File: config.mk
export PLATFORM = sky130hd
export DESIGN_NAME = key_led_ctrl
export DESIGN_NICKNAME = d
export VERILOG_FILES = /design/src/rtl/key_led_pkg.sv /design/src/rtl/key_debounce.sv /design/src/rtl/key_led_ctrl.sv
export SDC_FILE = /design/constraint.sdc
export NUM_CORES = 1
export LEC_CHECK = 0
export CORE_ASPECT_RATIO = 1.25
export CORE_MARGIN = 8
export CORE_UTILIZATION = 50
export CTS_CLUSTER_SIZE = 24
export DETAILED_ROUTE_END_ITERATION = 6
export PLACE_DENSITY = 0.73
export SETUP_SLACK_MARGIN = 0.2
export SKIP_LAST_GASP = 1
export SLEW_MARGIN = 20
export SYNTH_ARGS = -nofsm -noshare
export SYNTH_HDL_FRONTEND = slang
export SYNTH_SLANG_ARGS = --single-unit
File: constraint.sdc
create_clock -name sys_clk -period 5.4 [get_ports sys_clk]
set_input_delay 1.35 -clock sys_clk [delete_from_list [all_inputs] [get_ports sys_clk]]
set_output_delay 1.35 -clock sys_clk [all_outputs]
set_load 0.01 [all_outputs]
File: src/rtl/key_led_pkg.sv
// key_led_pkg
//   Shared definitions for the key/LED controller: LED mode encodings and
//   the width of one channel's mode field.
package key_led_pkg;

  localparam int MODE_W = 2;

  typedef logic [MODE_W-1:0] mode_t;

  localparam mode_t MODE_FOLLOW = 2'b00;  // led mirrors debounced key level
  localparam mode_t MODE_TOGGLE = 2'b01;  // each press inverts led
  localparam mode_t MODE_BLINK  = 2'b10;  // each press starts/stops blinking
  localparam mode_t MODE_OFF    = 2'b11;  // led dark, presses still reported

endpackage

File: src/rtl/key_debounce.sv
// key_debounce
//   One key channel: 2-flop synchroniser, polarity normalisation, counter
//   debouncer and press-edge strobe.
// Ports
//   clk        clock
//   rst        synchronous active-high reset
//   key        raw asynchronous key pin
//   key_state  debounced level, 1 = pressed
//   key_press  one-cycle strobe, high the cycle after key_state rises
// key_press is a plain strobe with no handshake: consumers must sample it in
// the cycle it is high; it is never held or repeated.
module key_debounce #(
  parameter int DEBOUNCE_CYC = 1_000_000,
  parameter bit KEY_ACT_LOW  = 1'b1
) (
  input  logic clk,
  input  logic rst,
  input  logic key,
  output logic key_state,
  output logic key_press
);

  localparam int CNT_W = $clog2(DEBOUNCE_CYC);
  localparam logic [CNT_W-1:0] CNT_LAST = CNT_W'(DEBOUNCE_CYC - 1);
  // Pin level that corresponds to "released"; the synchroniser resets to it so
  // that leaving reset never looks like a press.
  localparam logic KEY_REL = KEY_ACT_LOW ? 1'b1 : 1'b0;

  logic             sync_q1;
  logic             sync_q2;
  logic             pressed;
  logic [CNT_W-1:0] cnt;
  logic             state_q;
  logic             state_d1;
  logic             press_q;

  assign pressed = KEY_ACT_LOW ? ~sync_q2 : sync_q2;

  always_ff @(posedge clk) begin
    if (rst) begin
      sync_q1 <= KEY_REL;
      sync_q2 <= KEY_REL;
    end else begin
      sync_q1 <= key;
      sync_q2 <= sync_q1;
    end
  end

  // Count consecutive cycles the synchronised level disagrees with the
  // accepted level; any agreement restarts the count, so the counter stops
  // at CNT_LAST and cannot wrap.
  always_ff @(posedge clk) begin
    if (rst) begin
      cnt     <= '0;
      state_q <= 1'b0;
    end else if (pressed != state_q) begin
      if (cnt == CNT_LAST) begin
        state_q <= pressed;
        cnt     <= '0;
      end else begin
        cnt <= cnt + 1'b1;
      end
    end else begin
      cnt <= '0;
    end
  end

  // Press strobe is registered from the accepted level, so it lands one
  // cycle after key_state rises; a falling edge produces nothing.
  always_ff @(posedge clk) begin
    if (rst) begin
      state_d1 <= 1'b0;
      press_q  <= 1'b0;
    end else begin
      state_d1 <= state_q;
      press_q  <= state_q & ~state_d1;
    end
  end

  assign key_state = state_q;
  assign key_press = press_q;

endmodule

File: src/rtl/key_led_ctrl.sv
// key_led_ctrl
//   Multi-channel push-button to LED controller. Each channel is debounced by
//   its own key_debounce instance; this level adds the shared blink
//   prescaler, the per-channel mode registers and the LED state machines.
// Ports
//   sys_clk    clock
//   sys_rst    synchronous active-high reset
//   key        raw key pins, one per channel
//   mode       per-channel mode, bits [2i+1:2i] for channel i
//   led        LED drive, 1 = lit
//   key_state  debounced level per channel, 1 = pressed
//   key_press  one-cycle press strobe per channel
module key_led_ctrl
  import key_led_pkg::*;
#(
  parameter int CH           = 4,
  parameter int DEBOUNCE_CYC = 1_000_000,
  parameter int BLINK_CYC    = 25_000_000,
  parameter bit KEY_ACT_LOW  = 1'b1
) (
  input  logic                 sys_clk,
  input  logic                 sys_rst,
  input  logic [CH-1:0]        key,
  input  logic [MODE_W*CH-1:0] mode,
  output logic [CH-1:0]        led,
  output logic [CH-1:0]        key_state,
  output logic [CH-1:0]        key_press
);

  localparam int BW = $clog2(BLINK_CYC);
  localparam logic [BW-1:0] BLINK_LAST = BW'(BLINK_CYC - 1);

  // ---------------------------------------------------------------------------
  // Per-channel debounce
  // ---------------------------------------------------------------------------
  for (genvar g = 0; g < CH; g++) begin : g_ch
    key_debounce #(
      .DEBOUNCE_CYC (DEBOUNCE_CYC),
      .KEY_ACT_LOW  (KEY_ACT_LOW)
    ) u_deb (
      .clk       (sys_clk),
      .rst       (sys_rst),
      .key       (key[g]),
      .key_state (key_state[g]),
      .key_press (key_press[g])
    );
  end

  // ---------------------------------------------------------------------------
  // Shared blink prescaler: free-running from reset so every blinking channel
  // shows the same phase.
  // ---------------------------------------------------------------------------
  logic [BW-1:0] blink_cnt;
  logic          blink_phase;
  logic          blink_phase_n;

  assign blink_phase_n = (blink_cnt == BLINK_LAST) ? ~blink_phase : blink_phase;

  always_ff @(posedge sys_clk) begin
    if (sys_rst) begin
      blink_cnt   <= '0;
      blink_phase <= 1'b0;
    end else begin
      blink_cnt   <= (blink_cnt == BLINK_LAST) ? '0 : blink_cnt + 1'b1;
      blink_phase <= blink_phase_n;
    end
  end

  // ---------------------------------------------------------------------------
  // Mode registers and LED state
  // ---------------------------------------------------------------------------
  logic [MODE_W*CH-1:0] mode_q;
  logic [CH-1:0]        tog_q;
  logic [CH-1:0]        tog_n;
  logic [CH-1:0]        ben_q;
  logic [CH-1:0]        ben_n;
  logic [CH-1:0]        led_q;
  logic [CH-1:0]        led_n;

  // A mode change wins over a same-cycle press: the channel restarts from a
  // clean state in its new mode, while the press strobe itself is untouched.
  // The LED is computed from the next-state toggle/blink bits so it reacts in
  // the same cycle those bits change.
  always_comb begin
    tog_n = tog_q;
    ben_n = ben_q;
    led_n = '0;
    for (int i = 0; i < CH; i++) begin
      if (mode[MODE_W*i +: MODE_W] != mode_q[MODE_W*i +: MODE_W]) begin
        tog_n[i] = 1'b0;
        ben_n[i] = 1'b0;
      end else if (key_press[i]) begin
        if (mode[MODE_W*i +: MODE_W] == MODE_TOGGLE) tog_n[i] = ~tog_q[i];
        if (mode[MODE_W*i +: MODE_W] == MODE_BLINK)  ben_n[i] = ~ben_q[i];
      end

      case (mode[MODE_W*i +: MODE_W])
        MODE_FOLLOW: led_n[i] = key_state[i];
        MODE_TOGGLE: led_n[i] = tog_n[i];
        MODE_BLINK:  led_n[i] = ben_n[i] & blink_phase_n;
        default:     led_n[i] = 1'b0;
      endcase
    end
  end

  always_ff @(posedge sys_clk) begin
    if (sys_rst) begin
      mode_q <= '0;
      tog_q  <= '0;
      ben_q  <= '0;
      led_q  <= '0;
    end else begin
      mode_q <= mode;
      tog_q  <= tog_n;
      ben_q  <= ben_n;
      led_q  <= led_n;
    end
  end

  assign led = led_q;

endmodule
Word-level counts from Yosys, hierarchy flattened
Index checks and enable logic that the tools add are counted.

storage, ports and cells
  input bits = 14
  register bits = 146

operators by class
  reductions and logical operators = 13
  $add $sub $neg = 5
  equal/unequal tests = 21
  multiplexer cells = 29
  bitwise logic cells = 29

operators with widths
  kind                   count
  $add 20x1->20 const B  4
  $eq 20x20->1 const B   4
  $add 25x1->25 const B  1
  $eq 25x25->1 const B   1
  $mux 1                 25
  $not 1->1              21
  $pmux 1 s3             4
  $reduce_or 3->1        4
  $and 1x1->1            8
  $eq 2x1->1 const B     4
  $eq 2x2->1 const B     4
  $logic_not 2->1        4
  $ne 2x2->1             4
  $reduce_and 2->1       4
  $ne 1x1->1             4
  $reduce_or 2->1        1

Longest topological paths before layout
Gate-level depths: netlist of run 1.

  word-level depth = 6
  gate-level depth with buffers = 8
  depth with buffers taken out = 6

By module
From an unflattened synthesis of run 1, not the netlist that was laid out.

second synthesis, totals
  cell total of the unflattened synthesis = 712
  area, all modules = 6361.1 um2

by module, submodules not included
  module        cells each  area an instance (um2)  instances
  key_debounce  117         1052.3                  4
  key_led_ctrl  244         2152.1                  1

Worst setup path after synthesis of run 1
Ideal clock, no wire load.

  path kind = input to register
  start point = input mode[1]
  end point = register led_q[0], in the netlist led[0]
  data required time = 5304 ps
  slack = 2625 ps
  data arrival time = 2679 ps
  stages = 5
  path through = or4b_2 -> o22ai_1 -> a31oi_1 -> a2111o_1 -> o41ai_2

between the ends
  word-level cells in the longest chain between the ends = 6
  elaborated cells between the ends (all ways) = 12

RTL lines
  item                  RTL line                                text
  start, declared       key_led_ctrl.sv:24                      input logic [MODE_W*CH-1:0] mode,
  $eq 2x2->1            key_led_ctrl.sv:94, key_led_ctrl.sv:97
  $mux 1                key_led_ctrl.sv:94                      if (mode[MODE_W*i +: MODE_W] == MODE_BLINK) ben_n[i] = ~ben_q[i];
  $mux 1                key_led_ctrl.sv:92                      end else if (key_press[i]) begin
  $mux 1                key_led_ctrl.sv:89                      if (mode[MODE_W*i +: MODE_W] != mode_q[MODE_W*i +: MODE_W]) begin
  $and 1x1->1           key_led_ctrl.sv:100                     MODE_BLINK: led_n[i] = ben_n[i] & blink_phase_n;
  $pmux 1 s3 (*)        key_led_ctrl.sv:97                      case (mode[MODE_W*i +: MODE_W])
  end signal, assigned  key_led_ctrl.sv:116                     led_q <= led_n;
  end, declared         key_led_ctrl.sv:77                      logic [CH-1:0] led_q;

Mark *: on every way between the ends. The rest lies on a longest branch, timed or not.
A chain may end at the register's enable or synchronous reset.

Worst setup path in the final report of run 1
Ends and elaborated chain as after synthesis.

==> metrics.txt, run 1 <==
syn_nets approximately 730; fmax 336 MHz; Mapped Cells slightly above 700; Syn Area/Cell about 8.9 sq um; Vias about 4800; mux cell area share after synthesis 0.159%; setup tns final 0 ns; CTS resizes 0; xor/xnor share of the synthesized area between 10% and 20%; Worst IR Drop VDD about 0.21 mV; Worst Skew 0.00432 ns; cts hold-fix bufs 0; root buffer cell clkbuf_16; H-tree depth 4; Leak Pwr between 2 and 2.5 nW; Synth area leaders dfxtp_1, nor2_1, xor2_1, xnor2_1, nand3_1; endpoints failing setup 0; most frequent cells in the layout dfxtp_1, nor2_1, xor2_1, nand3_1, xnor2_1; final-layout fill cell count approximately 1100; die area 16400 sq um; CTS Buf Count 17; async set or reset register ratio after synthesis 0%; global router's overall resource usage between 10% and 20%; Crit path required time about 5.7 ns; number of flops mapped to enable cells by yosys 0; worst hold margin roughly 0.38 ns; Hold WC Path Type flop to flop; drt total wl 11500 um; TritonCTS clock tree done; Overall Power between 2 and 2.5 mW; Vias/cell 5.31; Max Transition Viols Final 0; largest net degree at the start of global routing 47; pwr dens 319 nW/um^2; drt pass-1 iters 4; unrepaired setup endpoints after global routing no; area leader, netlist dfxtp_1; endpoint type of the worst setup path flop; Die Height 141 um; leading cell type in the layout, fill and taps excluded dfxtp_1; r2r worst-path depth 6; share of layout cells above drive strength 1 8.25%; Post-Syn Area 6280 sq um; Post-CTS Setup Bufs 0; Residual DRC 0; gr ovfl total 0; chip width around 120 um; worst-skew pair later-pin latency around 0.41 ns; Yosys top cell area share 46.5%; # nets final roughly 750; final hold viol count 0; row cnt 46; Post-Synth Simple-Gate Area between 30% and 40%; initial antenna violation count 0; CTS max path bufs 2; hold path depth 1; first-pass GRT wire length 19900 um; Setup crit start kind primary input; clk slew on worst S/H paths around 0.060 ns; largest family of logic cells by synthesized area simple AND/OR/NAND/NOR gates; initial core utilization 50.3%; FF+latch count, synth 146; Slew Limit Headroom a little under half; DP HPWL roughly 7900 um; critical path class primary input to flop; period utilization approximately 55%; sequential area share after synthesis 46.5%; Ports 26; Max-cap violations 0; CTS Sinks about 150; Max FO, Critical Path 8; Synth Area in Adders 0.995%; Antenna Nets Post-Route 0; Compound-Gate Fraction of Synth Area under 10%; Area Growth Syn to Fin 14.4%; port buffer count 25; antenna cell count 0; vias in the first global route between 4000 and 5000; placer congestion estimate around 0.8; status complete, no violations; DRT iter0 DRCs around 250; Post-synth top flop dfxtp_1; Worst Path Arrival 3.29 ns; final period demand of the worst path between 2 and 3 ns; core box area 12500 sq um; DR WL/cell between 10 and 15 um; Least-Margin Pin Slew just over 0.8 ns; Yosys cell types 39; Synth Warn # 0
## critical path, cell delays in order
cell	delay [ns]
clkdlybuf4s50_1	0.51
or4b_2	0.70
o22ai_1	0.16
a31oi_1	0.08
a2111o_1	0.44
o41ai_2	0.06
## registers in the layout, summed over array words and instances (netlist names)
signal,flops
g_ch.u_deb.cnt,80
blink_cnt,25
mode_q,8
ben_q,4
g_ch.u_deb.key_press,4
g_ch.u_deb.key_state,4
g_ch.u_deb.state_d1,4
g_ch.u_deb.sync_q1,4
g_ch.u_deb.sync_q2,4
led,4
tog_q,4
blink_phase,1
## power by group
group          total, mW  internal (mW)  switching, mW  leakage, nW
registers           1.09           1.09        0.00675         1.18
logic             0.0568         0.0253         0.0315        0.967
clock network       1.14          0.712          0.429        0.282
total               2.29           1.82          0.467         2.43
## final cells by class
cell class	instances	area [sq um]	area share, %
Multi-Input combinational cell	518	3160	44.0
Timing Repair Buffer	25	245	3.41
Sequential cell	146	2920	40.6
Clock inverter	10	108	1.50
Clock buffer	22	474	6.59
Tap cell	168	210	2.92
Inverter	18	67.6	0.940
## cells by family after synthesis
family / after synthesis
xor gates and xnor gates: 103
buffers and inverters: 45
and+or+nand+nor: 372
muxes: 1
DFF: 146
adders and majority gates: 5
AOI/OAI and AO/OA: 37
## routing by layer
layer	global-route usage [%]	share of wire, %	up-vias
met5	0	0	-
met4	7.39	2.3	0
met3	4.55	4.8	22
met2	25.5	50	81
met1	16.3	43	2280
li1	-	-	2435
## metrics by stage
step | util (%) | instance area [sq um] | std cells | setup slack, ns
finish | 57.6 | 7190 | 907 | 2.42
global route | 57.6 | 7190 | 907 | 2.34
CTS | 57.5 | 7180 | 907 | 2.43
detailed placement | 52.9 | 6600 | 875 | 2.00
global placement | 52.9 | 6600 | 875 | 2.05
floorplan | - | 6280 | 709 | 2.63
## final timing paths
kind,start,to,slack (ns)
max,mode[1],led[0]$_SDFF_PP0_,2.42
min,g_ch[2].u_deb.state_d1$_SDFF_PP0_,g_ch[2].u_deb.key_press$_SDFF_PP0_,0.38
max reg2reg,g_ch[3].u_deb.cnt[0]$_SDFF_PP0_,g_ch[3].u_deb.cnt[17]$_SDFF_PP0_,3.21
min reg2reg,g_ch[2].u_deb.state_d1$_SDFF_PP0_,g_ch[2].u_deb.key_press$_SDFF_PP0_,0.38
## cells in the mapped netlist, types with 11 or more instances
cell and count:
clkbuf_1 12, nor4b_1 11, nor2b_1 17, and3_1 21
nand2_1 39, nand3_1 54, dfxtp_1 146, xnor2_1 42
nand4_1 18, or2_2 16, xor2_1 60, nor4_1 15
nor2_1 140, inv_1 18
Note: power is estimated with default switching activity, not from simulation.
==> run 2, diff against run 1 <==
clock period = 3 ns   (was 5.4 ns; I/O delays follow)
==> metrics.txt, run 2 (synthesis gave the netlist of run 1 again) <==
status complete, no violations; unrepaired setup endpoints after global routing no; core box area 12500 sq um (unchanged); placed cell area 6640 sq um (+0.57%); Final WS setup 0.586 ns (-1.84 ns); drt total wl 11800 um (+2.4%); Max-cap violations 0 (unchanged); fmax about 410 MHz; Vias/cell 5.23 (-1.5%); clk slew on worst S/H paths 0.06 ns (about the same); Worst Skew 0.00984 ns (+0.00553 ns); Slew Limit Headroom 50.2% (+4.9 points); final hold viol count 0 (unchanged); Worst Path Arrival 2.73 ns (-0.56 ns); Setup crit start kind primary input; share of layout cells above drive strength 1 8.74% (+0.48 points); drt pass-1 iters 5 (+1); global router's overall resource usage 15.0% (+0.12 points); initial antenna violation count 0 (unchanged); gr ovfl total 0 (unchanged); cts hold-fix bufs 0 (unchanged); Post-CTS Setup Bufs 0 (unchanged); DP HPWL 8040 um (+1.9%); die area 16400 sq um (unchanged); Ports 26 (unchanged); pre-CTS setup slack 0.171 ns (-1.83 ns); initial core utilization 50.3% (unchanged); critical path, cell by cell clkdlybuf4s50_1, or4b_2, o22ai_1, a31oi_1, a2111o_1, o41ai_2; r2r setup slk 0.83 ns (-2.38 ns); H-tree depth 4 (unchanged); Multi-input gate area 3160 sq um (-0.20%); Crit path required time 3.32 ns (-2.40 ns); most frequent cells in the layout dfxtp_1, nor2_1, xor2_1, nand3_1, xnor2_1; TritonCTS clock tree done; CP max stage cell or4b_2; DRT iter0 DRCs 199 (-20%); final period demand of the worst path between 2 and 2.5 ns; Worst IR Drop VDD 0.338 mV (+60%); vias in the first global route 4628 (-0.41%); pwr dens 571 nW/um^2 (+79%); max reg flops 80 (unchanged); Antenna Nets Post-Route 0 (unchanged); Area Growth Syn to Fin 14.9%; leading cell type in the layout, fill and taps excluded dfxtp_1; largest net degree at the start of global routing 36 (-23%); Residual DRC 0 (unchanged); setup tns final 0 ns (unchanged); final-layout fill cell count 1084 (-3.6%); row cnt 46 (unchanged); antenna cell count 0 (unchanged); Biggest register g_ch.u_deb.cnt; Max stage delay on crit path 0.71 ns (about the same); chip width 116 um (unchanged); Design Area, Final 7220 sq um (+0.42%); CTS Sinks 146 (unchanged); critical path class primary input to flop; endpoints failing setup 0 (unchanged); first-pass GRT wire length 20100 um (+0.97%); CTS max path bufs 2 (unchanged); root buffer cell clkbuf_16; CTS resizes 0 (unchanged); worst-skew pair later-pin latency 0.41 ns (about the same); Max Transition Viols Final 0 (unchanged); # nets final 750 (+0.67%); Least-Margin Pin Slew 0.739 ns (-0.0811 ns); DR WL/cell 12.9 um (+1.8%); placer congestion estimate 0.861 (+7.9%); Hold WC Path Type flop to flop; Largest regs g_ch.u_deb.cnt (80), blink_cnt (25), mode_q (8); endpoint type of the worst setup path flop; port buffer count 25 (unchanged); Leak Pwr 2.45 nW (+0.96%); CTS Buf Count 17 (unchanged); period utilization 80.5%; Vias 4773 (-0.93%); register cell area after layout 2920 sq um (unchanged); Die Height 141 um (unchanged); Max FO, Critical Path 8 (unchanged)
==> run 2: routing by layer <==
| layer | up-vias | part of all wire [%] | global-route usage (%) |
|---|---|---|---|
| met4 | 0 | 1.4 | 6.84 |
| met3 | 15 | 4.0 | 4.34 |
| met2 | 84 | 50 | 25.4 |
| met1 | 2237 | 44 | 17.0 |
| li1 | 2437 | - | - |
| met5 | - | 0 | 0 |
==> run 2: path summary, 6_finish.rpt <==
| kind | endpoint | cells past startpoint | start |
|---|---|---|---|
| hold reg to reg | g_ch[0].u_deb.key_press$_SDFF_PP0_ | 1 | g_ch[0].u_deb.state_d1$_SDFF_PP0_ |
| setup / recovery | led[0]$_SDFF_PP0_ | 6 | mode[1] |
| hold / removal | g_ch[0].u_deb.key_press$_SDFF_PP0_ | 1 | g_ch[0].u_deb.state_d1$_SDFF_PP0_ |
| setup reg to reg | g_ch[3].u_deb.cnt[3]$_SDFF_PP0_ | 6 | g_ch[3].u_deb.cnt[0]$_SDFF_PP0_ |
==> run 2: metrics by stage <==
stage / instances / util (%) / hold slack [ns] / power, mW
6_report: 912 / 57.8 / 0.382 / 4.12
5_1_grt: 912 / 57.8 / 0.394 / 4.26
2_1_floorplan: 709 / - / 0.367 / 2.07
3_5_place_dp: 880 / 53.2 / 0.375 / 2.12
4_1_cts: 912 / 57.8 / 0.383 / 4.17
3_3_place_gp: 880 / 53.2 / 0.373 / 2.11
==> run 2: area by class of cell <==
type	instances	share of cell area, %
multi-input cells	518	43.7
flip-flops and latches	146	40.5
clock buffers	20	6.19
repair buffers	30	3.92
well taps	168	2.91
clock inverters	12	1.85
inverters	18	0.936
==> run 2: power breakdown <==
| group | leakage (nW) | internal [mW] | switching (mW) |
|---|---|---|---|
| clock | 0.280 | 1.25 | 0.800 |
| combinational | 0.991 | 0.0490 | 0.0579 |
| sequential | 1.18 | 1.96 | 0.0123 |
| total | 2.45 | 3.25 | 0.870 |
==> run 2: worst max-delay path, delay by kind of cell <==
| kind | cells | cell delay [ns] |
|---|---|---|
| AO/OA/AOI/OAI | 4 | 0.77 |
| AND/OR/NAND/NOR | 1 | 0.71 |
| buffers and inverters | 1 | 0.51 |
==> run 3, diff against run 2 <==
clock period = 2.4 ns   (was 3 ns; I/O delays follow)
==> metrics.txt, run 3 (synthesis gave the netlist of run 1 again) <==
final hold viol count 0 (unchanged); WP buf/inv 1 (unchanged); Vias/cell 5.24 (+0.18%); CTS Sinks 146 (unchanged); Leak Pwr 2.49 nW (+1.6%); unrepaired setup endpoints after global routing no; antenna cell count 0 (unchanged); Antenna Nets Post-Route 0 (unchanged); CP startpoint mode[7]; H-tree depth 4 (unchanged); Area Growth Syn to Fin 16.4%; critical path class primary input to flop; r2r setup slk 0.34 ns (-0.49 ns); Worst Path Arrival 2.42 ns (-0.31 ns); Max-cap violations 0 (unchanged); CP max stage cell or4b_2; largest net degree at the start of global routing 26 (-28%); core box area 12500 sq um (unchanged); Ports 26 (unchanged); global router's overall resource usage 15.1% (+0.068 points); Least-Margin Pin Slew 0.641 ns (-0.0985 ns); Max stage delay on crit path 0.67 ns (-0.04 ns); Worst IR Drop VDD 0.424 mV (+25%); drt pass-1 iters 4 (-1); final design utilization 58.6% (+0.76 points); # nets final 756 (+0.80%); gr ovfl total 0 (unchanged); Hold EP g_ch[3].u_deb.key_press$_SDFF_PP0_; DR WL/cell 12.8 um (-1.0%); worst-skew pair later-pin latency 0.43 ns (+0.02 ns); initial core utilization 50.3% (unchanged); hold path depth 1 (unchanged); vias in the first global route 4777 (+3.2%); DP HPWL 8120 um (+1.0%); Biggest register g_ch.u_deb.cnt; Residual DRC 0 (unchanged); final-layout fill cell count 1099 (+1.4%); Max FO, Critical Path 2 (-6); die area 16400 sq um (unchanged); placed cell count 886 (+0.68%); share of layout cells above drive strength 1 9.47% (+0.73 points); final period demand of the worst path 2.11 ns; initial antenna violation count 0 (unchanged); cts hold-fix bufs 0 (unchanged); period utilization ~88%; Slew Limit Headroom 56.9% (+6.6 points); Crit path required time 2.71 ns (-0.61 ns); status complete, no violations; critical path, cell by cell clkdlybuf4s50_1, or4b_2, o22ai_1, a31oi_1, a2111o_1, o41ai_2; first-pass GRT wire length 20400 um (+1.2%); worst hold margin 0.383 ns (+0.00149 ns); hold path startpoint g_ch[3].u_deb.state_d1$_SDFF_PP0_; Worst Skew 0.0148 ns (+0.00493 ns); max reg flops 80 (unchanged); Hold WC Path Type flop to flop; delay-heaviest family, CP compound AO/OA/AOI/OAI gates; Setup crit start kind primary input; chip width 116 um (unchanged); TritonCTS clock tree done; drt total wl 11700 um (-0.37%); Layout Cells excl Fill 918 (+0.66%); Max Transition Viols Final 0 (unchanged); most frequent cells in the layout dfxtp_1, nor2_1, xor2_1, nand3_1, xnor2_1; endpoints failing setup 0 (unchanged); Largest regs g_ch.u_deb.cnt (80), blink_cnt (25), mode_q (8); endpoint type of the worst setup path flop; clk slew on worst S/H paths 0.06 ns (about the same); Vias 4813 (+0.84%); DRT iter0 DRCs 232 (+17%); port buffer count 25 (unchanged); CTS max path bufs 2 (unchanged); Die Height 141 um (unchanged); root buffer cell clkbuf_16; fmax approximately 470 MHz; r2r worst-path depth 5 (-1); row cnt 46 (unchanged); leading cell type in the layout, fill and taps excluded dfxtp_1; CTS Buf Count 17 (unchanged); pwr dens 736 nW/um^2 (+29%); reg-to-reg critical path startpoint blink_cnt[12]$_SDFF_PP0_; placer congestion estimate 0.825 (-4.2%); reg2reg end led[3]$_SDFF_PP0_
## run 3: changes by cell type in the layout (fill, tap and decap cells not counted), sizes merged
cell | previous run | this run
buf | 6 | 12
bufinv | 2 | 4
clkinv | 7 | 3
clkinvlp | 2 | 4
## run 3: repair_timing
| item | in CTS | in global routing |
|---|---|---|
| gates resized for setup | 0 | 1 |
| setup endpoints to repair | 0 | 2 |
| buffers inserted | 0 | 0 |
## run 3: final cells by class
type	instances	area [sq um]	share of cell area, %
multi-input cells	518	3160	43.2
flip-flops and latches	146	2920	40.0
clock buffers	20	447	6.11
repair buffers	36	328	4.48
well taps	168	210	2.87
clock inverters	12	181	2.48
inverters	18	67.6	0.924
## run 3: through the flow
stage / setup slack, ns / TNS (ns) / cell area [sq um] / power [mW]
2_1_floorplan: 0.375 / 0 / 6280 / 2.59
3_3_place_gp: -0.0904 / -0.305 / 6690 / 2.64
3_5_place_dp: -0.125 / -0.425 / 6690 / 2.65
4_1_cts: 0.302 / 0 / 7310 / 5.43
5_1_grt: 0.227 / 0 / 7320 / 5.55
6_report: 0.290 / 0 / 7320 / 5.39
## run 3: worst max path at each step
| stage | slack, ns | cells past startpoint | endpoint |
|---|---|---|---|
| global placement | -0.09 | 6 | led[1]$_SDFF_PP0_ |
| global route | 0.23 | 6 | led[2]$_SDFF_PP0_ |
| floorplan | 0.38 | 5 | led[0]$_SDFF_PP0_ |
| detailed placement | -0.13 | 6 | led[3]$_SDFF_PP0_ |
| finish | 0.29 | 6 | led[3]$_SDFF_PP0_ |
| CTS | 0.30 | 6 | led[3]$_SDFF_PP0_ |
## run 3: per-layer routing
| layer | part of all wire [%] | vias up | GRT usage (%) |
|---|---|---|---|
| met2 | 51 | 67 | 26.8 |
| met5 | 0 | - | 0 |
| li1 | - | 2454 | - |
| met1 | 43 | 2277 | 16.2 |
| met3 | 3.9 | 15 | 4.00 |
| met4 | 1.5 | 0 | 6.84 |
## run 3: power breakdown
part	switching, mW	total [mW]	internal, mW
clock	1.02	2.79	1.77
sequential	0.0150	2.46	2.45
combinational	0.0716	0.136	0.0643
